`src/rtl/person_event_gen_pkg.sv`:
```
// Shared definitions for the person event generator and the occupancy counter
// that consumes its Selector/Increment commands.
package person_event_gen_pkg;

  // Command codes carried on Selector.
  localparam logic [7:0] SEL_IDLE   = 8'd0;
  localparam logic [7:0] SEL_ADD    = 8'd4;
  localparam logic [7:0] SEL_REMOVE = 8'd20;

  // Command sequencer states.
  typedef enum logic [2:0] {
    IDLE,
    SETUP,
    STROBE,
    HOLD,
    WAITREL
  } state_t;

endpackage

```
`src/rtl/person_event_gen_btn_debounce.sv`:
```
// btn_debounce: two-flop synchronizer followed by a stability counter.
// The debounced level follows the synchronized button only after it has held
// the opposite value for DEBOUNCE_CYCLES consecutive cycles; press pulses for
// one cycle, in the same cycle the debounced level first reads 1.
module btn_debounce #(
  parameter int unsigned DEBOUNCE_CYCLES = 50000
) (
  input  logic clk,
  input  logic rst_n,
  input  logic btn,
  output logic level,
  output logic press
);

  localparam int unsigned CNT_W = (DEBOUNCE_CYCLES > 1) ? $clog2(DEBOUNCE_CYCLES) : 1;
  localparam logic [CNT_W-1:0] CNT_LAST = CNT_W'(DEBOUNCE_CYCLES - 1);

  logic [1:0]       sync;
  logic [CNT_W-1:0] cnt;

  // Bring the asynchronous button into the clock domain.
  // NOTE: clocked state uses non-blocking (<=) so every flop samples pre-edge values.
  always_ff @(posedge clk or negedge rst_n) begin
    if (!rst_n) begin
      sync <= '0;
    end else begin
      sync <= {sync[0], btn};
    end
  end

  // Count consecutive cycles of disagreement; flip the level when the run completes.
  always_ff @(posedge clk or negedge rst_n) begin
    if (!rst_n) begin
      cnt   <= '0;
      level <= 1'b0;
      press <= 1'b0;
    end else begin
      press <= 1'b0;
      if (sync[1] == level) begin
        cnt <= '0;
      end else if (cnt == CNT_LAST) begin
        cnt   <= '0;
        level <= sync[1];
        press <= sync[1];
      end else begin
        cnt <= cnt + CNT_W'(1);
      end
    end
  end

endmodule

```
`src/rtl/person_event_gen.sv`:
```
// person_event_gen: turns debounced Enter/Exit button presses into registered
// Selector/Increment command sequences (SETUP, STROBE, HOLD) for the occupancy
// counter.
// Optional feature: define PERSON_EVENT_AUTO_REPEAT_EN to repeat the command
// every REPEAT_CYCLES cycles (counted from HOLD exit) while exactly the same
// single button stays pressed. Without it no repeat counter exists.
module person_event_gen
  import person_event_gen_pkg::*;
#(
  parameter int unsigned DEBOUNCE_CYCLES = 50000,
  parameter int unsigned STROBE_CYCLES   = 4,
  parameter int unsigned REPEAT_CYCLES   = 5000000
) (
  input  logic       Clock,
  input  logic       Reset_n,
  input  logic       EnterBtn,
  input  logic       ExitBtn,
  output logic [7:0] Selector,
  output logic       Increment,
  output logic       Busy
);

  // Reject parameter values the strobe counter and repeat timer cannot honour.
  if (STROBE_CYCLES < 1 || STROBE_CYCLES > 255 || REPEAT_CYCLES < 1) begin : g_bad_param
    $error("person_event_gen: STROBE_CYCLES must be 1..255 and REPEAT_CYCLES >= 1");
  end

  localparam logic [7:0] STRB_LAST = 8'(STROBE_CYCLES - 1);

  logic       enter_lvl, enter_press;
  logic       exit_lvl,  exit_press;
  state_t     state, state_d;
  logic [7:0] sel_d;
  logic       inc_d;
  logic [7:0] strb_cnt, strb_cnt_d;

`ifdef PERSON_EVENT_AUTO_REPEAT_EN
  localparam int unsigned RPT_W = (REPEAT_CYCLES > 1) ? $clog2(REPEAT_CYCLES) : 1;
  localparam logic [RPT_W-1:0] RPT_LAST = RPT_W'(REPEAT_CYCLES - 1);

  logic [7:0]       cmd_q, cmd_d;
  logic [RPT_W-1:0] rpt_cnt, rpt_cnt_d;
  logic             same_btn_held;

  // Only the button that issued the last command, held alone, keeps repeating.
  assign same_btn_held = (cmd_q == SEL_ADD) ? (enter_lvl && !exit_lvl)
                                            : (exit_lvl && !enter_lvl);
`endif

  btn_debounce #(.DEBOUNCE_CYCLES(DEBOUNCE_CYCLES)) u_enter_db (
    .clk   (Clock),
    .rst_n (Reset_n),
    .btn   (EnterBtn),
    .level (enter_lvl),
    .press (enter_press)
  );

  btn_debounce #(.DEBOUNCE_CYCLES(DEBOUNCE_CYCLES)) u_exit_db (
    .clk   (Clock),
    .rst_n (Reset_n),
    .btn   (ExitBtn),
    .level (exit_lvl),
    .press (exit_press)
  );

  assign Busy = (state != IDLE);

  // Next state plus the next values of the registered command outputs.
  // NOTE: every always_comb output gets a default first, so no path can infer a latch.
  always_comb begin
    state_d    = state;
    sel_d      = Selector;
    inc_d      = 1'b0;
    strb_cnt_d = strb_cnt;
`ifdef PERSON_EVENT_AUTO_REPEAT_EN
    cmd_d      = cmd_q;
    rpt_cnt_d  = rpt_cnt;
`endif
    unique case (state)
      IDLE: begin
        sel_d = SEL_IDLE;
        // Simultaneous presses are ambiguous: issue nothing, wait for release.
        if (enter_press && exit_press) begin
          state_d = WAITREL;
        end else if (enter_press) begin
          state_d = SETUP;
          sel_d   = SEL_ADD;
`ifdef PERSON_EVENT_AUTO_REPEAT_EN
          cmd_d   = SEL_ADD;
`endif
        end else if (exit_press) begin
          state_d = SETUP;
          sel_d   = SEL_REMOVE;
`ifdef PERSON_EVENT_AUTO_REPEAT_EN
          cmd_d   = SEL_REMOVE;
`endif
        end
      end
      SETUP: begin
        // Selector has now been stable for a full cycle; raise Increment next.
        state_d    = STROBE;
        inc_d      = 1'b1;
        strb_cnt_d = '0;
      end
      STROBE: begin
        if (strb_cnt == STRB_LAST) begin
          state_d = HOLD;
        end else begin
          inc_d      = 1'b1;
          strb_cnt_d = strb_cnt + 8'd1;
        end
      end
      HOLD: begin
        state_d = WAITREL;
        sel_d   = SEL_IDLE;
`ifdef PERSON_EVENT_AUTO_REPEAT_EN
        rpt_cnt_d = '0;
`endif
      end
      WAITREL: begin
        sel_d = SEL_IDLE;
        if (!enter_lvl && !exit_lvl) begin
          state_d = IDLE;
        end
`ifdef PERSON_EVENT_AUTO_REPEAT_EN
        else if (same_btn_held) begin
          if (rpt_cnt == RPT_LAST) begin
            state_d   = SETUP;
            sel_d     = cmd_q;
            rpt_cnt_d = '0;
          end else begin
            rpt_cnt_d = rpt_cnt + RPT_W'(1);
          end
        end else begin
          rpt_cnt_d = '0;
        end
`endif
      end
      default: begin
        state_d = IDLE;
        sel_d   = SEL_IDLE;
      end
    endcase
  end

  // State and glitch-free registered outputs; reset clears them immediately.
  always_ff @(posedge Clock or negedge Reset_n) begin
    if (!Reset_n) begin
      state     <= IDLE;
      Selector  <= SEL_IDLE;
      Increment <= 1'b0;
      strb_cnt  <= '0;
`ifdef PERSON_EVENT_AUTO_REPEAT_EN
      cmd_q     <= SEL_IDLE;
      rpt_cnt   <= '0;
`endif
    end else begin
      state     <= state_d;
      Selector  <= sel_d;
      Increment <= inc_d;
      strb_cnt  <= strb_cnt_d;
`ifdef PERSON_EVENT_AUTO_REPEAT_EN
      cmd_q     <= cmd_d;
      rpt_cnt   <= rpt_cnt_d;
`endif
    end
  end

endmodule
```
`config.mk`:
```
export PLATFORM = sky130hd
export DESIGN_NAME = person_event_gen
export DESIGN_NICKNAME = d
export VERILOG_FILES = /design/src/rtl/person_event_gen_pkg.sv /design/src/rtl/person_event_gen_btn_debounce.sv /design/src/rtl/person_event_gen.sv
export SDC_FILE = /design/constraint.sdc
export NUM_CORES = 1
export LEC_CHECK = 0
export ABC_AREA = 1
export CORE_MARGIN = 5
export CORE_UTILIZATION = 54
export CTS_BUF_LIST = sky130_fd_sc_hd__clkbuf_4
export DETAILED_ROUTE_END_ITERATION = 6
export HOLD_SLACK_MARGIN = 0.08
export PLACE_DENSITY = 0.75
export SETUP_SLACK_MARGIN = 0.15
export SYNTH_ARGS = -nofsm -noshare
export SYNTH_HDL_FRONTEND = slang
export SYNTH_SLANG_ARGS = --single-unit
```
`constraint.sdc`:
```
create_clock -name Clock -period 1.2 [get_ports Clock]
set_input_delay 0.24 -clock Clock [delete_from_list [all_inputs] [get_ports Clock]]
set_output_delay 0.24 -clock Clock [all_outputs]
set_load 0.02 [all_outputs]
```
==> results of run 1 <==
-- registers in the layout, summed over array words and instances (netlist names) --
register and count:
Increment 1, u_enter_db.level 1, strb_cnt 8, u_enter_db.cnt 16, u_exit_db.press 1, u_exit_db.level 1
Selector 2, state 3, u_enter_db.sync 2, u_exit_db.sync 2, u_exit_db.cnt 16, u_enter_db.press 1
-- cell families after synthesis --
group / count (synthesis) / synth area share
simple gates: 217 / 0.339
buf+inv: 54 / 0.0785
flops: 54 / 0.454
compound gates: 20 / 0.0445
xor+xnor: 18 / 0.0580
fa+ha+maj: 6 / 0.0252
other cells: 1 / 0.00126
-- through the flow --
stage,util,cells
2_1_floorplan,-,375
3_3_place_gp,0.639,488
3_5_place_dp,0.639,488
4_1_cts,0.749,519
5_1_grt,0.806,528
6_report,0.806,528
-- Yosys cell counts --
cell type | count | area, um2
ha_1 | 6 | 75.1
o21ai_2 | 4 | 35.0
o21ai_0 | 3 | 15.0
o31ai_1 | 1 | 7.51
nand4_1 | 7 | 43.8
nor3_2 | 3 | 30.0
nor3b_1 | 1 | 7.51
o21ai_1 | 2 | 10.0
a22o_1 | 2 | 17.5
buf_2 | 1 | 5.00
buf_6 | 1 | 11.3
a21oi_1 | 5 | 25.0
xnor2_2 | 1 | 16.3
nor2_4 | 2 | 22.5
xor2_2 | 1 | 16.3
inv_2 | 2 | 7.51
nor3_1 | 5 | 25.0
conb_1 | 1 | 3.75
xnor2_1 | 4 | 35.0
buf_4 | 6 | 45.0
nand3_4 | 1 | 17.5
and2_1 | 2 | 12.5
nand2_1 | 75 | 282
inv_1 | 44 | 165
nand3_1 | 36 | 180
o21bai_1 | 2 | 15.0
nor3_4 | 1 | 16.3
nor2_1 | 67 | 251
xor2_1 | 12 | 105
o211ai_1 | 1 | 7.51
nor2_2 | 7 | 43.8
nand2_2 | 7 | 43.8
dfrtp_1 | 54 | 1350
nand2_4 | 3 | 33.8
-- worst max-delay path, cell delays in order, from the launching register on --
cell	delay, ns
dfrtp_1	0.44
nor2_2	0.13
nand2_2	0.08
buf_6	0.13
-- where the power goes --
group	internal, uW	total [uW]	leakage [uW]	switching (uW)
sequential	1840	1880	0.000728	31.4
clock	422	1000	0.0000387	581
combinational	121	277	0.00122	156
total	2390	3160	0.00199	769
-- final timing paths --
check | startpoint | end | slack, ns | cells past startpoint
worst min register to register | u_exit_db.sync[0]$_DFF_PN0_ | u_exit_db.sync[1]$_DFF_PN0_ | 0.38 | 0
worst min-delay path | ExitBtn | u_exit_db.sync[0]$_DFF_PN0_ | 0.28 | 1
min in group asynchronous | Reset_n | state[2]$_DFFE_PN0P_ | 0.37 | 3
max in group asynchronous | Reset_n | u_enter_db.cnt[0]$_DFF_PN0_ | 0.57 | 3
worst max-delay path | state[0]$_DFFE_PN0P_ | Busy | -0.20 | 3
worst max register to register | u_exit_db.cnt[0]$_DFF_PN0_ | u_exit_db.cnt[8]$_DFF_PN0_ | -0.14 | 8
-- layout make-up --
class	instances	area (um2)
Clock buffer	5	37.5
Sequential cell	54	1360
Inverter	46	183
Clock inverter	2	33.8
Tap cell	72	90.1
Timing Repair Buffer	82	738
Multi-Input combinational cell	267	1940
Fill cell	300	1060
-- per-layer routing --
layer  GRT usage  up-vias  wire length [um]
met3      0.0471       33               398
li1            -     1323                 -
met4      0.0848        0               280
met1       0.262     1339              3210
met2       0.371      105              4220
met5           0        -                 0
-- timing repair --
item,CTS,global route
gates resized for setup,110,68
setup endpoints to repair,51,54
pin swaps,35,47
hold buffers,1,0
buffers inserted,23,9
hold endpoints to repair,54,0
==> key figures, run 1 <==
Clock network
  • TritonCTS Buffers: 5
  • Clk buf depth: 2
  • Clock tree from TritonCTS: yes
  • Htree depth: 2
  • Clk Latency, worst-skew pair: 0.39 ns
  • Clock slew at reported path FFs: about 0.15 ns
  • CTS sink cnt: 54
  • Clock root buffer: clkbuf_4

Place
  • I/O Buffers: 7
  • Post-DP HPWL: ~4200 um
  • Placed cell areas: roughly 3500 um2
  • GPL Wtd Cong: around 0.9
  • Post-Place Worst Slack: -0.177 ns

Logic synthesis
  • Netlist Area Pre-Place: 2980 um2
  • Yosys cell types: 34
  • Mapped Cells: between 300 and 400
  • YS warnings: 0
  • Avg Inst Size Synth: between 8 and 9 um2
  • Yosys reg bits: between 50 and 60
  • Register area share after synthesis: 0.454

Detailed routing
  • DRT iter0 DRCs: 164
  • Routed Antenna Nets: 0
  • Detailed-route via count: 2800
  • DR DRC count: 0
  • Routed WL per cell: approximately 15 um
  • Drt pass-1 iters: 4
  • Routed Wire Length: 8110 um
  • Vias per cell: around 5.3

Timing
  • Unrepaired setup endpoints after global routing: yes
  • Fin. Hold Viols: 0
  • Setup TNS: -3.71 ns
  • Final Critical Period: around 1.4 ns
  • Tcrit/Tclk final: 1.17
  • Hold Slack: around 0.28 ns
  • Setup WS post-layout: -0.199 ns
  • Fin. max-slew vios: 0
  • Max Clock Skew: 0.00881 ns
  • Final setup fails: around 40
  • FMAX: just over 700 MHz

Die
  • Row count: 27
  • Initial core utilization: 0.548
  • Chip Width: about 84 um
  • Core box area: about 5400 um2
  • Top Ports: 14
  • Die height: 84.3 um
  • Die area: 7100 um2

Final layout
  • Area grow syn2layout: 47.1%
  • Layout cells sized above 1: 0.480
  • Final nets: 466
  • Commonest non-fill, non-tap cell in the layout: nand2_1
  • Design area: roughly 4400 um2
  • Commonest cells after routing, fill and taps aside: nand2_1 (52), buf_4 (49), dfrtp_1 (46), nor2_1 (39), inv_1 (35)
  • Antenna Cells: 0

Global routing
  • Initial antenna violation count: 0
  • First-pass GRT wire length: 12400 um
  • Largest net degree at the start of global routing: 55
  • GRT Resource Usage Total: 0.215
  • Grt ovf: 0
  • Number of global-route vias before repair: approximately 2700

Worst setup path
  • WP data arrival: approximately 1.2 ns
  • Worst setup EP type: primary output
  • Crit start category: flip-flop
  • Crit path max fanout: 2
  • Worst EP required: roughly 0.96 ns
  • Crit path kind: flip-flop to primary output

Hold path
  • Min-Delay Path Class: primary input to flip-flop

Status
  • Failing checks: setup timing
  • Outcome: finished with violations

Power
  • Peak supply drop: ~0.57 mV
  • PnR Total Power: roughly 3200 uW
  • Leak pwr: around 0.0020 uW
  • Pwr Density: about 720 nW/um2

Flow run
  • Max Cap Viol: 0
(Power assumes the default switching activity.)
==> run 2: changes to the inputs <==
Settings changed: MAX_ROUTING_LAYER from default to met4, PLACE_DENSITY 0.75 to 0.73.
Clock period 1.2 ns to 1.7 ns, I/O delays scaled along.
==> key figures, run 2 (synthesis gave the netlist of run 1 again) <==
Final layout
  • Commonest cells after routing, fill and taps aside: nand2_1 (75), nor2_1 (66), dfrtp_1 (54), inv_1 (44), nand3_1 (36)
  • Biggest regs: u_enter_db.cnt (16), u_exit_db.cnt (16), strb_cnt (8)
  • Non-Filler Instances: 468 (-11%)
  • Design area: 3270 um2 (-25%)
  • Layout cells sized above 1: 0.141 (-0.339)
  • Area grow syn2layout: 9.66%
  • Final nets: 405 (-13%)
  • Antenna Cells: 0 (unchanged)
  • Commonest non-fill, non-tap cell in the layout: nand2_1

Worst setup path
  • Crit path kind: flip-flop to primary output
  • FF-to-FF Start: state[0]$_DFFE_PN0P_
  • RR Endpoint: strb_cnt[2]$_DFFE_PN0P_
  • Worst path bufs/invs: 1 (unchanged)
  • Critical-path cell list: nor2_2, nand2_1, buf_4
  • Crit start category: flip-flop
  • WP data arrival: 1.19 ns (+0.03 ns)
  • Worst reg2reg setup slack: 0.26 ns (+0.40 ns)
  • Worst EP required: 1.36 ns (+0.40 ns)
  • Crit path max-delay family: flip-flops
  • Slowest CP cell: dfrtp_1
  • Worst setup EP type: primary output
  • Crit path max fanout: 2 (unchanged)
  • Worst r2r path cells: 9 (+1)
  • Max incr delay on CP: 0.42 ns (-0.02 ns)

Timing
  • Setup WS post-layout: 0.169 ns (+0.368 ns)
  • Final setup fails: 0 (-100%)
  • Fin. max-slew vios: 0 (unchanged)
  • Tcrit/Tclk final: 0.901
  • Setup TNS: 0 ns (+3.71 ns)
  • Max Clock Skew: 0.0218 ns (+0.0130 ns)
  • Fin. Hold Viols: 0 (unchanged)
  • FMAX: roughly 650 MHz
  • Unrepaired setup endpoints after global routing: yes
  • Final Critical Period: around 1.5 ns

Clock network
  • Clock root buffer: clkbuf_4
  • Clock slew at reported path FFs: 0.17 ns (+0.02 ns)
  • Clk buf depth: 2 (unchanged)
  • Clk Latency, worst-skew pair: 0.39 ns (about the same)
  • TritonCTS Buffers: 5 (unchanged)
  • Clock tree from TritonCTS: yes
  • Htree depth: 2 (unchanged)
  • CTS sink cnt: 54 (unchanged)

Die
  • Initial core utilization: 0.548 (unchanged)
  • Core box area: 5440 um2 (unchanged)
  • Top Ports: 14 (unchanged)
  • Chip Width: 84.3 um (unchanged)
  • Die area: 7100 um2 (unchanged)
  • Row count: 27 (unchanged)
  • Die height: 84.3 um (unchanged)

Flow run
  • Max Cap Viol: 0 (unchanged)

Place
  • Placed cell areas: 3120 um2 (-10%)
  • I/O Buffers: 7 (unchanged)
  • GPL Wtd Cong: 0.924 (+2.6%)
  • Post-Place Worst Slack: 0.182 ns (+0.359 ns)
  • Placed insts: 448 (-8.2%)
  • Post-DP HPWL: 3840 um (-8.9%)

Global routing
  • First-pass GRT wire length: 9390 um (-24%)
  • GRT Resource Usage Total: 0.164 (-0.0517)
  • Number of global-route vias before repair: 2106 (-23%)
  • Grt ovf: 0 (unchanged)
  • Largest net degree at the start of global routing: 55 (unchanged)
  • Initial antenna violation count: 0 (unchanged)

Detailed routing
  • Drt pass-1 iters: 4 (unchanged)
  • Routed Wire Length: 5280 um (-35%)
  • Vias per cell: 4.91 (-7.4%)
  • DRT iter0 DRCs: 126 (-23%)
  • Routed WL per cell: 11.3 um (-27%)
  • Routed Antenna Nets: 0 (unchanged)
  • Detailed-route via count: 2298 (-18%)
  • DR DRC count: 0 (unchanged)

Status
  • Outcome: completed

Power
  • Leak pwr: 0.00153 uW (-23%)
  • PnR Total Power: 2010 uW (-36%)
  • Pwr Density: 615 nW/um2 (-15%)
  • Peak supply drop: 0.439 mV (-23%)

Hold path
  • Hold Path Depth: 0 (-1)
  • Worst hold start: u_enter_db.sync[0]$_DFF_PN0_
  • Hold EP: u_enter_db.sync[1]$_DFF_PN0_
  • Min-Delay Path Class: flip-flop to flip-flop
run 2: cell types whose count changed in the layout (fill, tap and decap cells not counted), moves of 6 or more:
cell,delta
nand2_2,-16
nor2_2,-13
buf_6,-28
dfrtp_1,+8
nand3_4,-6
buf_4,-36
nor2_1,+27
nand3_2,-14
dfrtp_2,-8
nor2_4,-14
nand2_1,+23
inv_1,+9
nand3_1,+20
run 2: cell type report:
cell class	count	area, um2
Clock buffer	5	37.5
Inverter	46	173
Fill cell	496	2170
Tap cell	72	90.1
Sequential cell	54	1350
Clock inverter	3	21.3
Timing Repair Buffer	21	179
Multi-Input combinational cell	267	1420
run 2: per-layer routing:
layer,vias up,global-route usage,part of all wire
met5,-,-,0
met4,0,0.0512,0.012
met3,8,0.0343,0.039
met2,38,0.249,0.45
met1,1058,0.220,0.50
li1,1194,-,-
run 2: worst max-delay path by stage:
stage / startpoint / to / slack [ns] / cells past startpoint
finish: state[0]$_DFFE_PN0P_ / Busy / 0.17 / 3
global route: state[0]$_DFFE_PN0P_ / Busy / 0.07 / 3
CTS: state[1]$_DFFE_PN0P_ / Busy / 0.01 / 3
detailed placement: state[0]$_DFFE_PN0P_ / Busy / 0.18 / 3
global placement: state[1]$_DFFE_PN0P_ / Busy / 0.23 / 3
floorplan: u_enter_db.cnt[0]$_DFF_PN0_ / u_enter_db.cnt[7]$_DFF_PN0_ / 0.45 / 6
run 2: timing repair:
item	4_1_cts	5_1_grt
hold buffers	1	0
hold endpoints to repair	54	0
pin swaps	0	1
setup buffers	2	9
resized for setup	5	4
setup endpoints to repair	4	1
run 2: report_power, final:
part / total (uW) / switching [uW] / leakage, uW / internal [uW]
clock network: 593 / 431 / 0.0000312 / 162
registers: 1320 / 15.1 / 0.000740 / 1300
logic: 101 / 69.1 / 0.000757 / 31.4
run 2: per-stage QoR:
step / hold WS (ns) / util
final: 0.366 / 0.601
after global routing: 0.364 / 0.601
after CTS: 0.370 / 0.588
after global placement: 0.332 / 0.573
after floorplan: 0.0444 / -
after detailed placement: 0.337 / 0.573
